`src/rtl/ftdi_pkg.sv`:
```
// Shared types and constants for the FT2232H port arbiter and fifo_interface.
// Defines the arbiter state encoding, requester IDs and the byte width.
package ftdi_pkg;

    localparam int BYTE_W = 8;

    typedef enum logic [1:0] {
        ARB_IDLE    = 2'd0,
        ARB_TX_WAIT = 2'd1,
        ARB_RX_WAIT = 2'd2
    } arb_state_t;

    typedef logic req_id_t;
    localparam req_id_t REQ_TX = 1'b0;
    localparam req_id_t REQ_RX = 1'b1;

    function automatic req_id_t other_req(input req_id_t id);
        return ~id;
    endfunction

    function automatic logic [15:0] sat_inc16(input logic [15:0] v);
        return (v == 16'hFFFF) ? v : v + 16'd1;
    endfunction

endpackage

```
`src/rtl/ftdi_port_arbiter_if.sv`:
```
// Bundle of requester handshakes and fifo_interface strobes seen by the arbiter.
// master = the arbiter; slave = the requesters plus fifo_interface.
interface ftdi_port_arbiter_if;
    import ftdi_pkg::*;

    logic              tx_req_i;
    logic [BYTE_W-1:0] tx_data_i;
    logic              tx_gnt_o;
    logic              tx_done_o;
    logic              tx_err_o;
    logic              rx_req_i;
    logic              rx_gnt_o;
    logic              rx_done_o;
    logic [BYTE_W-1:0] rx_data_o;
    logic              rx_err_o;
    logic              fifo_tx_data_rdy_o;
    logic [BYTE_W-1:0] fifo_tx_data_o;
    logic              fifo_tx_ok_i;
    logic              fifo_tx_err_i;
    logic              fifo_rx_poll_o;
    logic              fifo_rx_data_rdy_i;
    logic              fifo_rx_err_i;
    logic [BYTE_W-1:0] fifo_rx_data_i;
    logic              fifo_busy_i;
    logic              timeout_o;

    modport master (
        input  tx_req_i, tx_data_i, rx_req_i,
        input  fifo_tx_ok_i, fifo_tx_err_i, fifo_rx_data_rdy_i, fifo_rx_err_i,
        input  fifo_rx_data_i, fifo_busy_i,
        output tx_gnt_o, tx_done_o, tx_err_o,
        output rx_gnt_o, rx_done_o, rx_data_o, rx_err_o,
        output fifo_tx_data_rdy_o, fifo_tx_data_o, fifo_rx_poll_o, timeout_o
    );

    modport slave (
        output tx_req_i, tx_data_i, rx_req_i,
        output fifo_tx_ok_i, fifo_tx_err_i, fifo_rx_data_rdy_i, fifo_rx_err_i,
        output fifo_rx_data_i, fifo_busy_i,
        input  tx_gnt_o, tx_done_o, tx_err_o,
        input  rx_gnt_o, rx_done_o, rx_data_o, rx_err_o,
        input  fifo_tx_data_rdy_o, fifo_tx_data_o, fifo_rx_poll_o, timeout_o
    );

endinterface

```
`src/rtl/arb_watchdog.sv`:
```
// Transaction watchdog: counts enabled cycles since the last clear and flags
// the cycle in which the count reaches TIMEOUT_CYCLES-1.
module arb_watchdog #(
    parameter int TIMEOUT_CYCLES = 4096
) (
    input  logic clk_i,
    input  logic reset_i,
    input  logic clear_i,
    input  logic enable_i,
    output logic expired_o
);
    localparam int CNT_W = $clog2(TIMEOUT_CYCLES);

    logic [CNT_W-1:0] r_wd_cnt;

    always_ff @(posedge clk_i or posedge reset_i) begin
        if (reset_i) begin
            r_wd_cnt <= '0;
        end else if (clear_i) begin
            r_wd_cnt <= '0;
        end else if (enable_i) begin
            r_wd_cnt <= r_wd_cnt + CNT_W'(1);
        end
    end

    assign expired_o = enable_i && (r_wd_cnt == CNT_W'(TIMEOUT_CYCLES - 1));

endmodule

```
`src/rtl/ftdi_port_arbiter.sv`:
```
// Round-robin arbiter with burst hold sharing the FT2232H byte port between TX and RX.
// Define FTDI_ARB_STATS_EN to add saturating error/timeout counters.
module ftdi_port_arbiter
    import ftdi_pkg::*;
#(
    parameter int BURST_LEN      = 2,
    parameter int TIMEOUT_CYCLES = 4096
) (
    input  logic                clk_i,
    input  logic                reset_i,
    ftdi_port_arbiter_if.master bus
`ifdef FTDI_ARB_STATS_EN
    ,
    output logic [15:0]         tx_err_cnt_o,
    output logic [15:0]         rx_err_cnt_o,
    output logic [15:0]         timeout_cnt_o
`endif
);
    localparam int BURST_W = $clog2(BURST_LEN + 1);
    localparam logic [BURST_W-1:0] BURST_MAX = BURST_W'(BURST_LEN);

    arb_state_t         r_state, w_state_next;
    req_id_t            r_last, w_last_next, w_pick;
    logic [BURST_W-1:0] r_burst, w_burst_next;

    logic              r_tx_gnt, w_tx_gnt_next;
    logic              r_tx_done, w_tx_done_next;
    logic              r_tx_err, w_tx_err_next;
    logic              r_rx_gnt, w_rx_gnt_next;
    logic              r_rx_done, w_rx_done_next;
    logic              r_rx_err, w_rx_err_next;
    logic              r_strobe, w_strobe_next;
    logic              r_poll, w_poll_next;
    logic              r_timeout, w_timeout_next;
    logic [BYTE_W-1:0] r_fifo_tx_data, w_fifo_tx_data_next;
    logic [BYTE_W-1:0] r_rx_data, w_rx_data_next;

    logic w_wd_clear, w_wd_enable, w_wd_expired;

    assign w_wd_clear  = (r_state == ARB_IDLE);
    assign w_wd_enable = (r_state != ARB_IDLE);

    arb_watchdog #(
        .TIMEOUT_CYCLES (TIMEOUT_CYCLES)
    ) u_watchdog (
        .clk_i     (clk_i),
        .reset_i   (reset_i),
        .clear_i   (w_wd_clear),
        .enable_i  (w_wd_enable),
        .expired_o (w_wd_expired)
    );

    always_comb begin
        w_state_next        = r_state;
        w_last_next         = r_last;
        w_burst_next        = r_burst;
        w_pick              = REQ_TX;
        w_tx_gnt_next       = 1'b0;
        w_tx_done_next      = 1'b0;
        w_tx_err_next       = 1'b0;
        w_rx_gnt_next       = 1'b0;
        w_rx_done_next      = 1'b0;
        w_rx_err_next       = 1'b0;
        w_strobe_next       = 1'b0;
        w_poll_next         = 1'b0;
        w_timeout_next      = 1'b0;
        w_fifo_tx_data_next = r_fifo_tx_data;
        w_rx_data_next      = r_rx_data;

        case (r_state)
            ARB_IDLE: begin
                if (!bus.fifo_busy_i && (bus.tx_req_i || bus.rx_req_i)) begin
                    // burst count 0 means nobody served yet, so a first tie goes to TX
                    if (!bus.rx_req_i)
                        w_pick = REQ_TX;
                    else if (!bus.tx_req_i)
                        w_pick = REQ_RX;
                    else if (r_burst != '0 && r_burst < BURST_MAX)
                        w_pick = r_last;
                    else
                        w_pick = other_req(r_last);

                    if (r_burst != '0 && w_pick == r_last)
                        w_burst_next = (r_burst == BURST_MAX) ? r_burst : r_burst + BURST_W'(1);
                    else
                        w_burst_next = BURST_W'(1);
                    w_last_next = w_pick;

                    if (w_pick == REQ_TX) begin
                        w_tx_gnt_next       = 1'b1;
                        w_strobe_next       = 1'b1;
                        w_fifo_tx_data_next = bus.tx_data_i;
                        w_state_next        = ARB_TX_WAIT;
                    end else begin
                        w_rx_gnt_next = 1'b1;
                        w_poll_next   = 1'b1;
                        w_state_next  = ARB_RX_WAIT;
                    end
                end
            end
            ARB_TX_WAIT: begin
                if (bus.fifo_tx_err_i) begin
                    w_tx_err_next = 1'b1;
                    w_state_next  = ARB_IDLE;
                end else if (bus.fifo_tx_ok_i) begin
                    w_tx_done_next = 1'b1;
                    w_state_next   = ARB_IDLE;
                end else if (w_wd_expired) begin
                    w_tx_err_next  = 1'b1;
                    w_timeout_next = 1'b1;
                    w_state_next   = ARB_IDLE;
                end
            end
            ARB_RX_WAIT: begin
                if (bus.fifo_rx_err_i) begin
                    w_rx_err_next = 1'b1;
                    w_state_next  = ARB_IDLE;
                end else if (bus.fifo_rx_data_rdy_i) begin
                    w_rx_done_next = 1'b1;
                    w_rx_data_next = bus.fifo_rx_data_i;
                    w_state_next   = ARB_IDLE;
                end else if (w_wd_expired) begin
                    w_rx_err_next  = 1'b1;
                    w_timeout_next = 1'b1;
                    w_state_next   = ARB_IDLE;
                end
            end
            default: w_state_next = ARB_IDLE;
        endcase
    end

    always_ff @(posedge clk_i or posedge reset_i) begin
        if (reset_i) begin
            r_state        <= ARB_IDLE;
            r_last         <= REQ_RX;
            r_burst        <= '0;
            r_tx_gnt       <= 1'b0;
            r_tx_done      <= 1'b0;
            r_tx_err       <= 1'b0;
            r_rx_gnt       <= 1'b0;
            r_rx_done      <= 1'b0;
            r_rx_err       <= 1'b0;
            r_strobe       <= 1'b0;
            r_poll         <= 1'b0;
            r_timeout      <= 1'b0;
            r_fifo_tx_data <= '0;
            r_rx_data      <= '0;
        end else begin
            r_state        <= w_state_next;
            r_last         <= w_last_next;
            r_burst        <= w_burst_next;
            r_tx_gnt       <= w_tx_gnt_next;
            r_tx_done      <= w_tx_done_next;
            r_tx_err       <= w_tx_err_next;
            r_rx_gnt       <= w_rx_gnt_next;
            r_rx_done      <= w_rx_done_next;
            r_rx_err       <= w_rx_err_next;
            r_strobe       <= w_strobe_next;
            r_poll         <= w_poll_next;
            r_timeout      <= w_timeout_next;
            r_fifo_tx_data <= w_fifo_tx_data_next;
            r_rx_data      <= w_rx_data_next;
        end
    end

    assign bus.tx_gnt_o           = r_tx_gnt;
    assign bus.tx_done_o          = r_tx_done;
    assign bus.tx_err_o           = r_tx_err;
    assign bus.rx_gnt_o           = r_rx_gnt;
    assign bus.rx_done_o          = r_rx_done;
    assign bus.rx_err_o           = r_rx_err;
    assign bus.rx_data_o          = r_rx_data;
    assign bus.fifo_tx_data_rdy_o = r_strobe;
    assign bus.fifo_tx_data_o     = r_fifo_tx_data;
    assign bus.fifo_rx_poll_o     = r_poll;
    assign bus.timeout_o          = r_timeout;

`ifdef FTDI_ARB_STATS_EN
    logic [15:0] r_tx_err_cnt, r_rx_err_cnt, r_timeout_cnt;

    // Counters advance on the same edge that registers the matching pulse.
    always_ff @(posedge clk_i or posedge reset_i) begin
        if (reset_i) begin
            r_tx_err_cnt  <= '0;
            r_rx_err_cnt  <= '0;
            r_timeout_cnt <= '0;
        end else begin
            if (w_tx_err_next)  r_tx_err_cnt  <= sat_inc16(r_tx_err_cnt);
            if (w_rx_err_next)  r_rx_err_cnt  <= sat_inc16(r_rx_err_cnt);
            if (w_timeout_next) r_timeout_cnt <= sat_inc16(r_timeout_cnt);
        end
    end

    assign tx_err_cnt_o  = r_tx_err_cnt;
    assign rx_err_cnt_o  = r_rx_err_cnt;
    assign timeout_cnt_o = r_timeout_cnt;
`endif

endmodule

```
`src/flat_wrapper.sv`:
```
// flat-port wrapper written by rule: the top's interface ports become plain ports
module ftdi_port_arbiter_flat import ftdi_pkg::*;
#(
    parameter int BURST_LEN      = 2,
    parameter int TIMEOUT_CYCLES = 4096
)
  (clk_i, reset_i, bus_tx_req_i, bus_tx_data_i, bus_rx_req_i, bus_fifo_tx_ok_i, bus_fifo_tx_err_i, bus_fifo_rx_data_rdy_i, bus_fifo_rx_err_i, bus_fifo_rx_data_i, bus_fifo_busy_i, bus_tx_gnt_o, bus_tx_done_o, bus_tx_err_o, bus_rx_gnt_o, bus_rx_done_o, bus_rx_data_o, bus_rx_err_o, bus_fifo_tx_data_rdy_o, bus_fifo_tx_data_o, bus_fifo_rx_poll_o, bus_timeout_o);
  ftdi_port_arbiter_if bus_i ();
  input  logic clk_i;
  input  logic reset_i;
  input wire logic [$bits(bus_i.tx_req_i)-1:0] bus_tx_req_i;
  input wire logic [$bits(bus_i.tx_data_i)-1:0] bus_tx_data_i;
  input wire logic [$bits(bus_i.rx_req_i)-1:0] bus_rx_req_i;
  input wire logic [$bits(bus_i.fifo_tx_ok_i)-1:0] bus_fifo_tx_ok_i;
  input wire logic [$bits(bus_i.fifo_tx_err_i)-1:0] bus_fifo_tx_err_i;
  input wire logic [$bits(bus_i.fifo_rx_data_rdy_i)-1:0] bus_fifo_rx_data_rdy_i;
  input wire logic [$bits(bus_i.fifo_rx_err_i)-1:0] bus_fifo_rx_err_i;
  input wire logic [$bits(bus_i.fifo_rx_data_i)-1:0] bus_fifo_rx_data_i;
  input wire logic [$bits(bus_i.fifo_busy_i)-1:0] bus_fifo_busy_i;
  output wire logic [$bits(bus_i.tx_gnt_o)-1:0] bus_tx_gnt_o;
  output wire logic [$bits(bus_i.tx_done_o)-1:0] bus_tx_done_o;
  output wire logic [$bits(bus_i.tx_err_o)-1:0] bus_tx_err_o;
  output wire logic [$bits(bus_i.rx_gnt_o)-1:0] bus_rx_gnt_o;
  output wire logic [$bits(bus_i.rx_done_o)-1:0] bus_rx_done_o;
  output wire logic [$bits(bus_i.rx_data_o)-1:0] bus_rx_data_o;
  output wire logic [$bits(bus_i.rx_err_o)-1:0] bus_rx_err_o;
  output wire logic [$bits(bus_i.fifo_tx_data_rdy_o)-1:0] bus_fifo_tx_data_rdy_o;
  output wire logic [$bits(bus_i.fifo_tx_data_o)-1:0] bus_fifo_tx_data_o;
  output wire logic [$bits(bus_i.fifo_rx_poll_o)-1:0] bus_fifo_rx_poll_o;
  output wire logic [$bits(bus_i.timeout_o)-1:0] bus_timeout_o;
  assign bus_i.tx_req_i = bus_tx_req_i;
  assign bus_i.tx_data_i = bus_tx_data_i;
  assign bus_i.rx_req_i = bus_rx_req_i;
  assign bus_i.fifo_tx_ok_i = bus_fifo_tx_ok_i;
  assign bus_i.fifo_tx_err_i = bus_fifo_tx_err_i;
  assign bus_i.fifo_rx_data_rdy_i = bus_fifo_rx_data_rdy_i;
  assign bus_i.fifo_rx_err_i = bus_fifo_rx_err_i;
  assign bus_i.fifo_rx_data_i = bus_fifo_rx_data_i;
  assign bus_i.fifo_busy_i = bus_fifo_busy_i;
  assign bus_tx_gnt_o = bus_i.tx_gnt_o;
  assign bus_tx_done_o = bus_i.tx_done_o;
  assign bus_tx_err_o = bus_i.tx_err_o;
  assign bus_rx_gnt_o = bus_i.rx_gnt_o;
  assign bus_rx_done_o = bus_i.rx_done_o;
  assign bus_rx_data_o = bus_i.rx_data_o;
  assign bus_rx_err_o = bus_i.rx_err_o;
  assign bus_fifo_tx_data_rdy_o = bus_i.fifo_tx_data_rdy_o;
  assign bus_fifo_tx_data_o = bus_i.fifo_tx_data_o;
  assign bus_fifo_rx_poll_o = bus_i.fifo_rx_poll_o;
  assign bus_timeout_o = bus_i.timeout_o;
  ftdi_port_arbiter #(.BURST_LEN(BURST_LEN), .TIMEOUT_CYCLES(TIMEOUT_CYCLES)) u_core (.clk_i(clk_i), .reset_i(reset_i), .bus(bus_i));
endmodule
```
`config.mk`:
```
export PLATFORM = sky130hd
export DESIGN_NAME = ftdi_port_arbiter_flat
export DESIGN_NICKNAME = d
export VERILOG_FILES = /design/src/rtl/ftdi_pkg.sv /design/src/rtl/ftdi_port_arbiter_if.sv /design/src/rtl/arb_watchdog.sv /design/src/rtl/ftdi_port_arbiter.sv /design/src/flat_wrapper.sv
export SDC_FILE = /design/constraint.sdc
export NUM_CORES = 1
export LEC_CHECK = 0
export ABC_AREA = 1
export CORE_UTILIZATION = 50
export CTS_CLUSTER_SIZE = 20
export DETAILED_ROUTE_END_ITERATION = 10
export DONT_BUFFER_PORTS = 1
export PLACE_DENSITY_LB_ADDON = 0.12
export SYNTH_ARGS = -nofsm -noshare
export SYNTH_HDL_FRONTEND = slang
export SYNTH_SLANG_ARGS = --single-unit
```
`constraint.sdc`:
```
create_clock -name clk_i -period 4.1 [get_ports clk_i]
set_input_delay 0.82 -clock clk_i [delete_from_list [all_inputs] [get_ports clk_i]]
set_output_delay 0.82 -clock clk_i [all_outputs]
set_load 0.05 [all_outputs]
```
* After elaboration in Yosys (flattened, before gate mapping)
Index checks and enable logic that the tools add are counted.
** Operators by class
- Multiplexer cells :: 39
- Reduce and logical (&&, ||, !) cells :: 14
- Eq/ne operators :: 7
- $lt $le $gt $ge :: 1
- $add $sub $neg :: 2
- Bitwise operators :: 3
** Operators by type and width (number)
- 1-bit two-way mux :: 26
- 12-bit two-way mux :: 2
- 2-bit two-way mux :: 9
- 12-bit by 1-bit adder with 12-bit output (second input constant) :: 1
- 12-bit equality test (second input constant) :: 1
- 3-bit AND reduction :: 3
- 2-bit case mux with 3 select lines :: 1
- 2-bit nonzero test :: 3
- 2-bit equality test (second input constant) :: 2
- 1-bit logical AND :: 4
- 1-bit inverter :: 3
- 2-bit by 1-bit adder with 2-bit output (second input constant) :: 1
- 2-bit by 1-bit equality test with 1-bit output (second input constant) :: 1
- 2-bit logical NOT :: 1
- 2-bit < comparator (second input constant) :: 1
- 2-bit by 1-bit != test with 1-bit output (second input constant) :: 1
- 2-bit != test (second input constant) :: 1
- 1-bit case mux with 2 select lines :: 1
- 2-bit AND reduction :: 1
- 1-bit equality test :: 1
- 1-bit logical NOT :: 1
- 1-bit logical OR :: 1
** Storage, ports and cells
- Input bits :: 25
- Bits in registers :: 40
- Output and inout bits :: 25

* Logic depth before layout (Yosys ltp)
- Depth after elaboration :: 11
- Mapped depth :: 11

* Hierarchy
A second synthesis with hierarchy kept.
** Unflattened totals
- Cell total of the unflattened synthesis :: 241
- Area total of the unflattened synthesis :: 1979.4 µm²
** By module, submodules not included
- ftdi_port_arbiter :: area each 1276.2 µm², cells each 144, times used 1
- arb_watchdog :: area each 703.2 µm², cells each 97, times used 1

* Worst setup path after synthesis
Ideal clock, no wire load.
- Path kind :: register to output
- Start :: reg u_core.bus.fifo_rx_poll_o (netlist name)
- End :: out bus_rx_gnt_o
- Slack :: 2.394 ns
- Data required time :: 3.280 ns
- Stages on the path, launching flop included :: 2
- Data arrival time :: 0.886 ns
- Path through :: dfrtp_1 buf_4
** RTL lines
- end: declaration :: line flat_wrapper.sv:23 : output wire logic [$bits(bus_i.rx_gnt_o)-1:0] bus_rx_gnt_o;

==> results.tsv <==
metric	value	unit
max_freq	495	MHz
grt_start_max_net_pins	28	
synth_area_leaders	dfrtp_1, nand2_1, inv_1	
startpoint_type	flop	
synth_top_cell_area_share	51.7	%
clock-sinks	40	
slew_headroom	35.2	%
critPathMaxFanout	2	
setup_violations	0	
ys_seq_elements	40	
outcome	complete, no violations	
cts_made_buffers	5	
clk_pin_slew_worst_paths	0.07	ns
path_class	flop to output port	
vias	1387	
synthCells	225	
start_util	54.4	%
grt_pass1_wl	5.98	mm
fin_area	0.00202	mm²
period_needed	2.02	ns
grt_antenna_before_repair	0	
post-cts-setup-buffers	0	
seq_area_frac_synth	53.1	%
synth_largest_area_cell	dfrtp_1	
grt_usage	19.4	%
postRouteAntennaNets	0	
ys.warnings.count	0	
place_area	0.00193	mm²
final_util	58.3	%
yosysUniqueCellTypes	25	
ctsResizeCount	0	
ff2ff_setup_slack	2.34	ns
n_antenna_cell	0	
synth_edf_count	0	
endpoint_kind	output port	
ioPinCount	50	
rsz0062_at_grt	no	
drtPass1Iterations	4	
post_drt_wl_per_cell	12.3	µm
netlist_area	0.00189	mm²
synth_most_common_cell	nand2_1	
vdd_ir_drop_max	0.462	mV
post-dp-hpwl	2.63	mm
drtIter0Drc	71	
drt_wl_total	3.40	mm
die_area	0.00402	mm²
grt_pass1_vias	1378	
setup-tns-final	0	ns
ys.flop_type	dfrtp_1	
clk_path_buf_depth	2	
hold_viol	0	
clk_latency	0.29	ns
power.leakage	1.04	nW
drv_cap	0	
min_path_type	flop to flop	
fin_crit_sh	49.3	%
synth_common_cells	nand2_1, dfrtp_1, inv_1	
nFillCells	328	
cts_tree	done	
cts.htree.levels	2	
cp_data_arrival_time	1.20	ns
layout-drive-gt1-share	8.66	%
chipHeight	63.4	µm
layout.nets	263	
overflow	0	
slew_viol_final	0	
fp.dieW	63.4	µm
postCtsHoldBufs	0	
syn_area_per_cell	8.39	µm²
place.gp.congestion	0.792	
syn_to_final_growth	7.16	%
num_rows	21	
io_buffers	0	
p_per_area	736	mW/mm²
cts_root_buffer	clkbuf_8	
skew	0.00475	ns
syn_nets	258	
worstPathRequired	3.28	ns
route.detailed.vias_per_inst	5.01	
core_area	0.00347	mm²
drc	0	
worstMarginPinSlew	0.971	ns
async_reset_ff_share	100	%
-- cells in the final DEF, fill, tap and decap left out, drive strengths merged --
cell type	n
nor4	1
ha	8
a21oi	10
dfstp	1
nor2	18
nand3	11
nor3	4
xnor2	1
nand4	4
buf	1
o211ai	1
dfrtp	39
xor2	1
o21ai	7
inv	31
nand2	85
clkbuf	8
-- layout make-up --
class | count | area (µm²) | area share, %
clock buffer | 8 | 90.1 | 4.46
tap | 46 | 57.6 | 2.85
sequential | 40 | 1000 | 49.6
inverter | 31 | 116 | 5.75
multi-input combinational | 151 | 748 | 37.0
timing repair buffer | 1 | 7.51 | 0.371
-- cell families (layout without fill, tap and decap cells) --
logic type	Yosys count	after routing	share of synthesized area (%)
compound gates	18	18	4.91
xor+xnor	2	2	0.929
fa+ha+maj	8	8	5.31
buf+inv	34	40	7.23
flops	40	40	53.1
simple gates	123	123	28.5
-- stage by stage --
step | setup WS (ns) | hold WS (ns) | total power, mW | cells
2_1_floorplan | 2.36 | 0.442 | 1.16 | 225
6_report | 2.08 | 0.469 | 1.49 | 277
5_1_grt | 2.04 | 0.506 | 1.59 | 277
3_3_place_gp | 2.38 | 0.465 | 1.21 | 269
3_5_place_dp | 2.29 | 0.463 | 1.24 | 269
4_1_cts | 2.06 | 0.473 | 1.51 | 277
-- report_power, final --
group          switching, mW  internal [mW]  total (mW)
registers              0.397          0.505       0.902
logic                  0.212          0.110       0.322
clock network          0.126          0.137       0.263
-- per-layer routing --
metal / routed length [µm] / track usage (%)
met5: 0 / 0
met2: 1750 / 32.8
met1: 1430 / 22.9
met4: 47 / 5.97
met3: 176 / 7.07
-- worst paths after layout --
kind,cells past startpoint,to,startpoint
setup reg to reg,8,u_core.bus.fifo_tx_data_o[4],u_core.r_state[0]
hold reg to reg,1,u_core.u_watchdog.r_wd_cnt[0],u_core.u_watchdog.r_wd_cnt[0]
max in group asynchronous,2,u_core.u_watchdog.r_wd_cnt[4],reset_i
hold / removal,1,u_core.u_watchdog.r_wd_cnt[0],u_core.u_watchdog.r_wd_cnt[0]
min in group asynchronous,1,u_core.bus.fifo_tx_data_rdy_o,reset_i
setup / recovery,0,bus_rx_gnt_o,u_core.bus.fifo_rx_poll_o
-- sequential cells by signal, indices dropped and copies added (netlist names) --
register and count:
u_core.bus.fifo_rx_poll_o 1, u_core.r_burst 2, u_core.u_watchdog.r_wd_cnt 12, u_core.bus.timeout_o 1
u_core.bus.rx_data_o 8, u_core.bus.rx_done_o 1, u_core.bus.fifo_tx_data_o 8, u_core.bus.tx_done_o 1
u_core.bus.tx_err_o 1, u_core.bus.fifo_tx_data_rdy_o 1, u_core.bus.rx_err_o 1, u_core.r_state 2
u_core.r_last 1
Note: power is estimated with default switching activity, not from simulation.
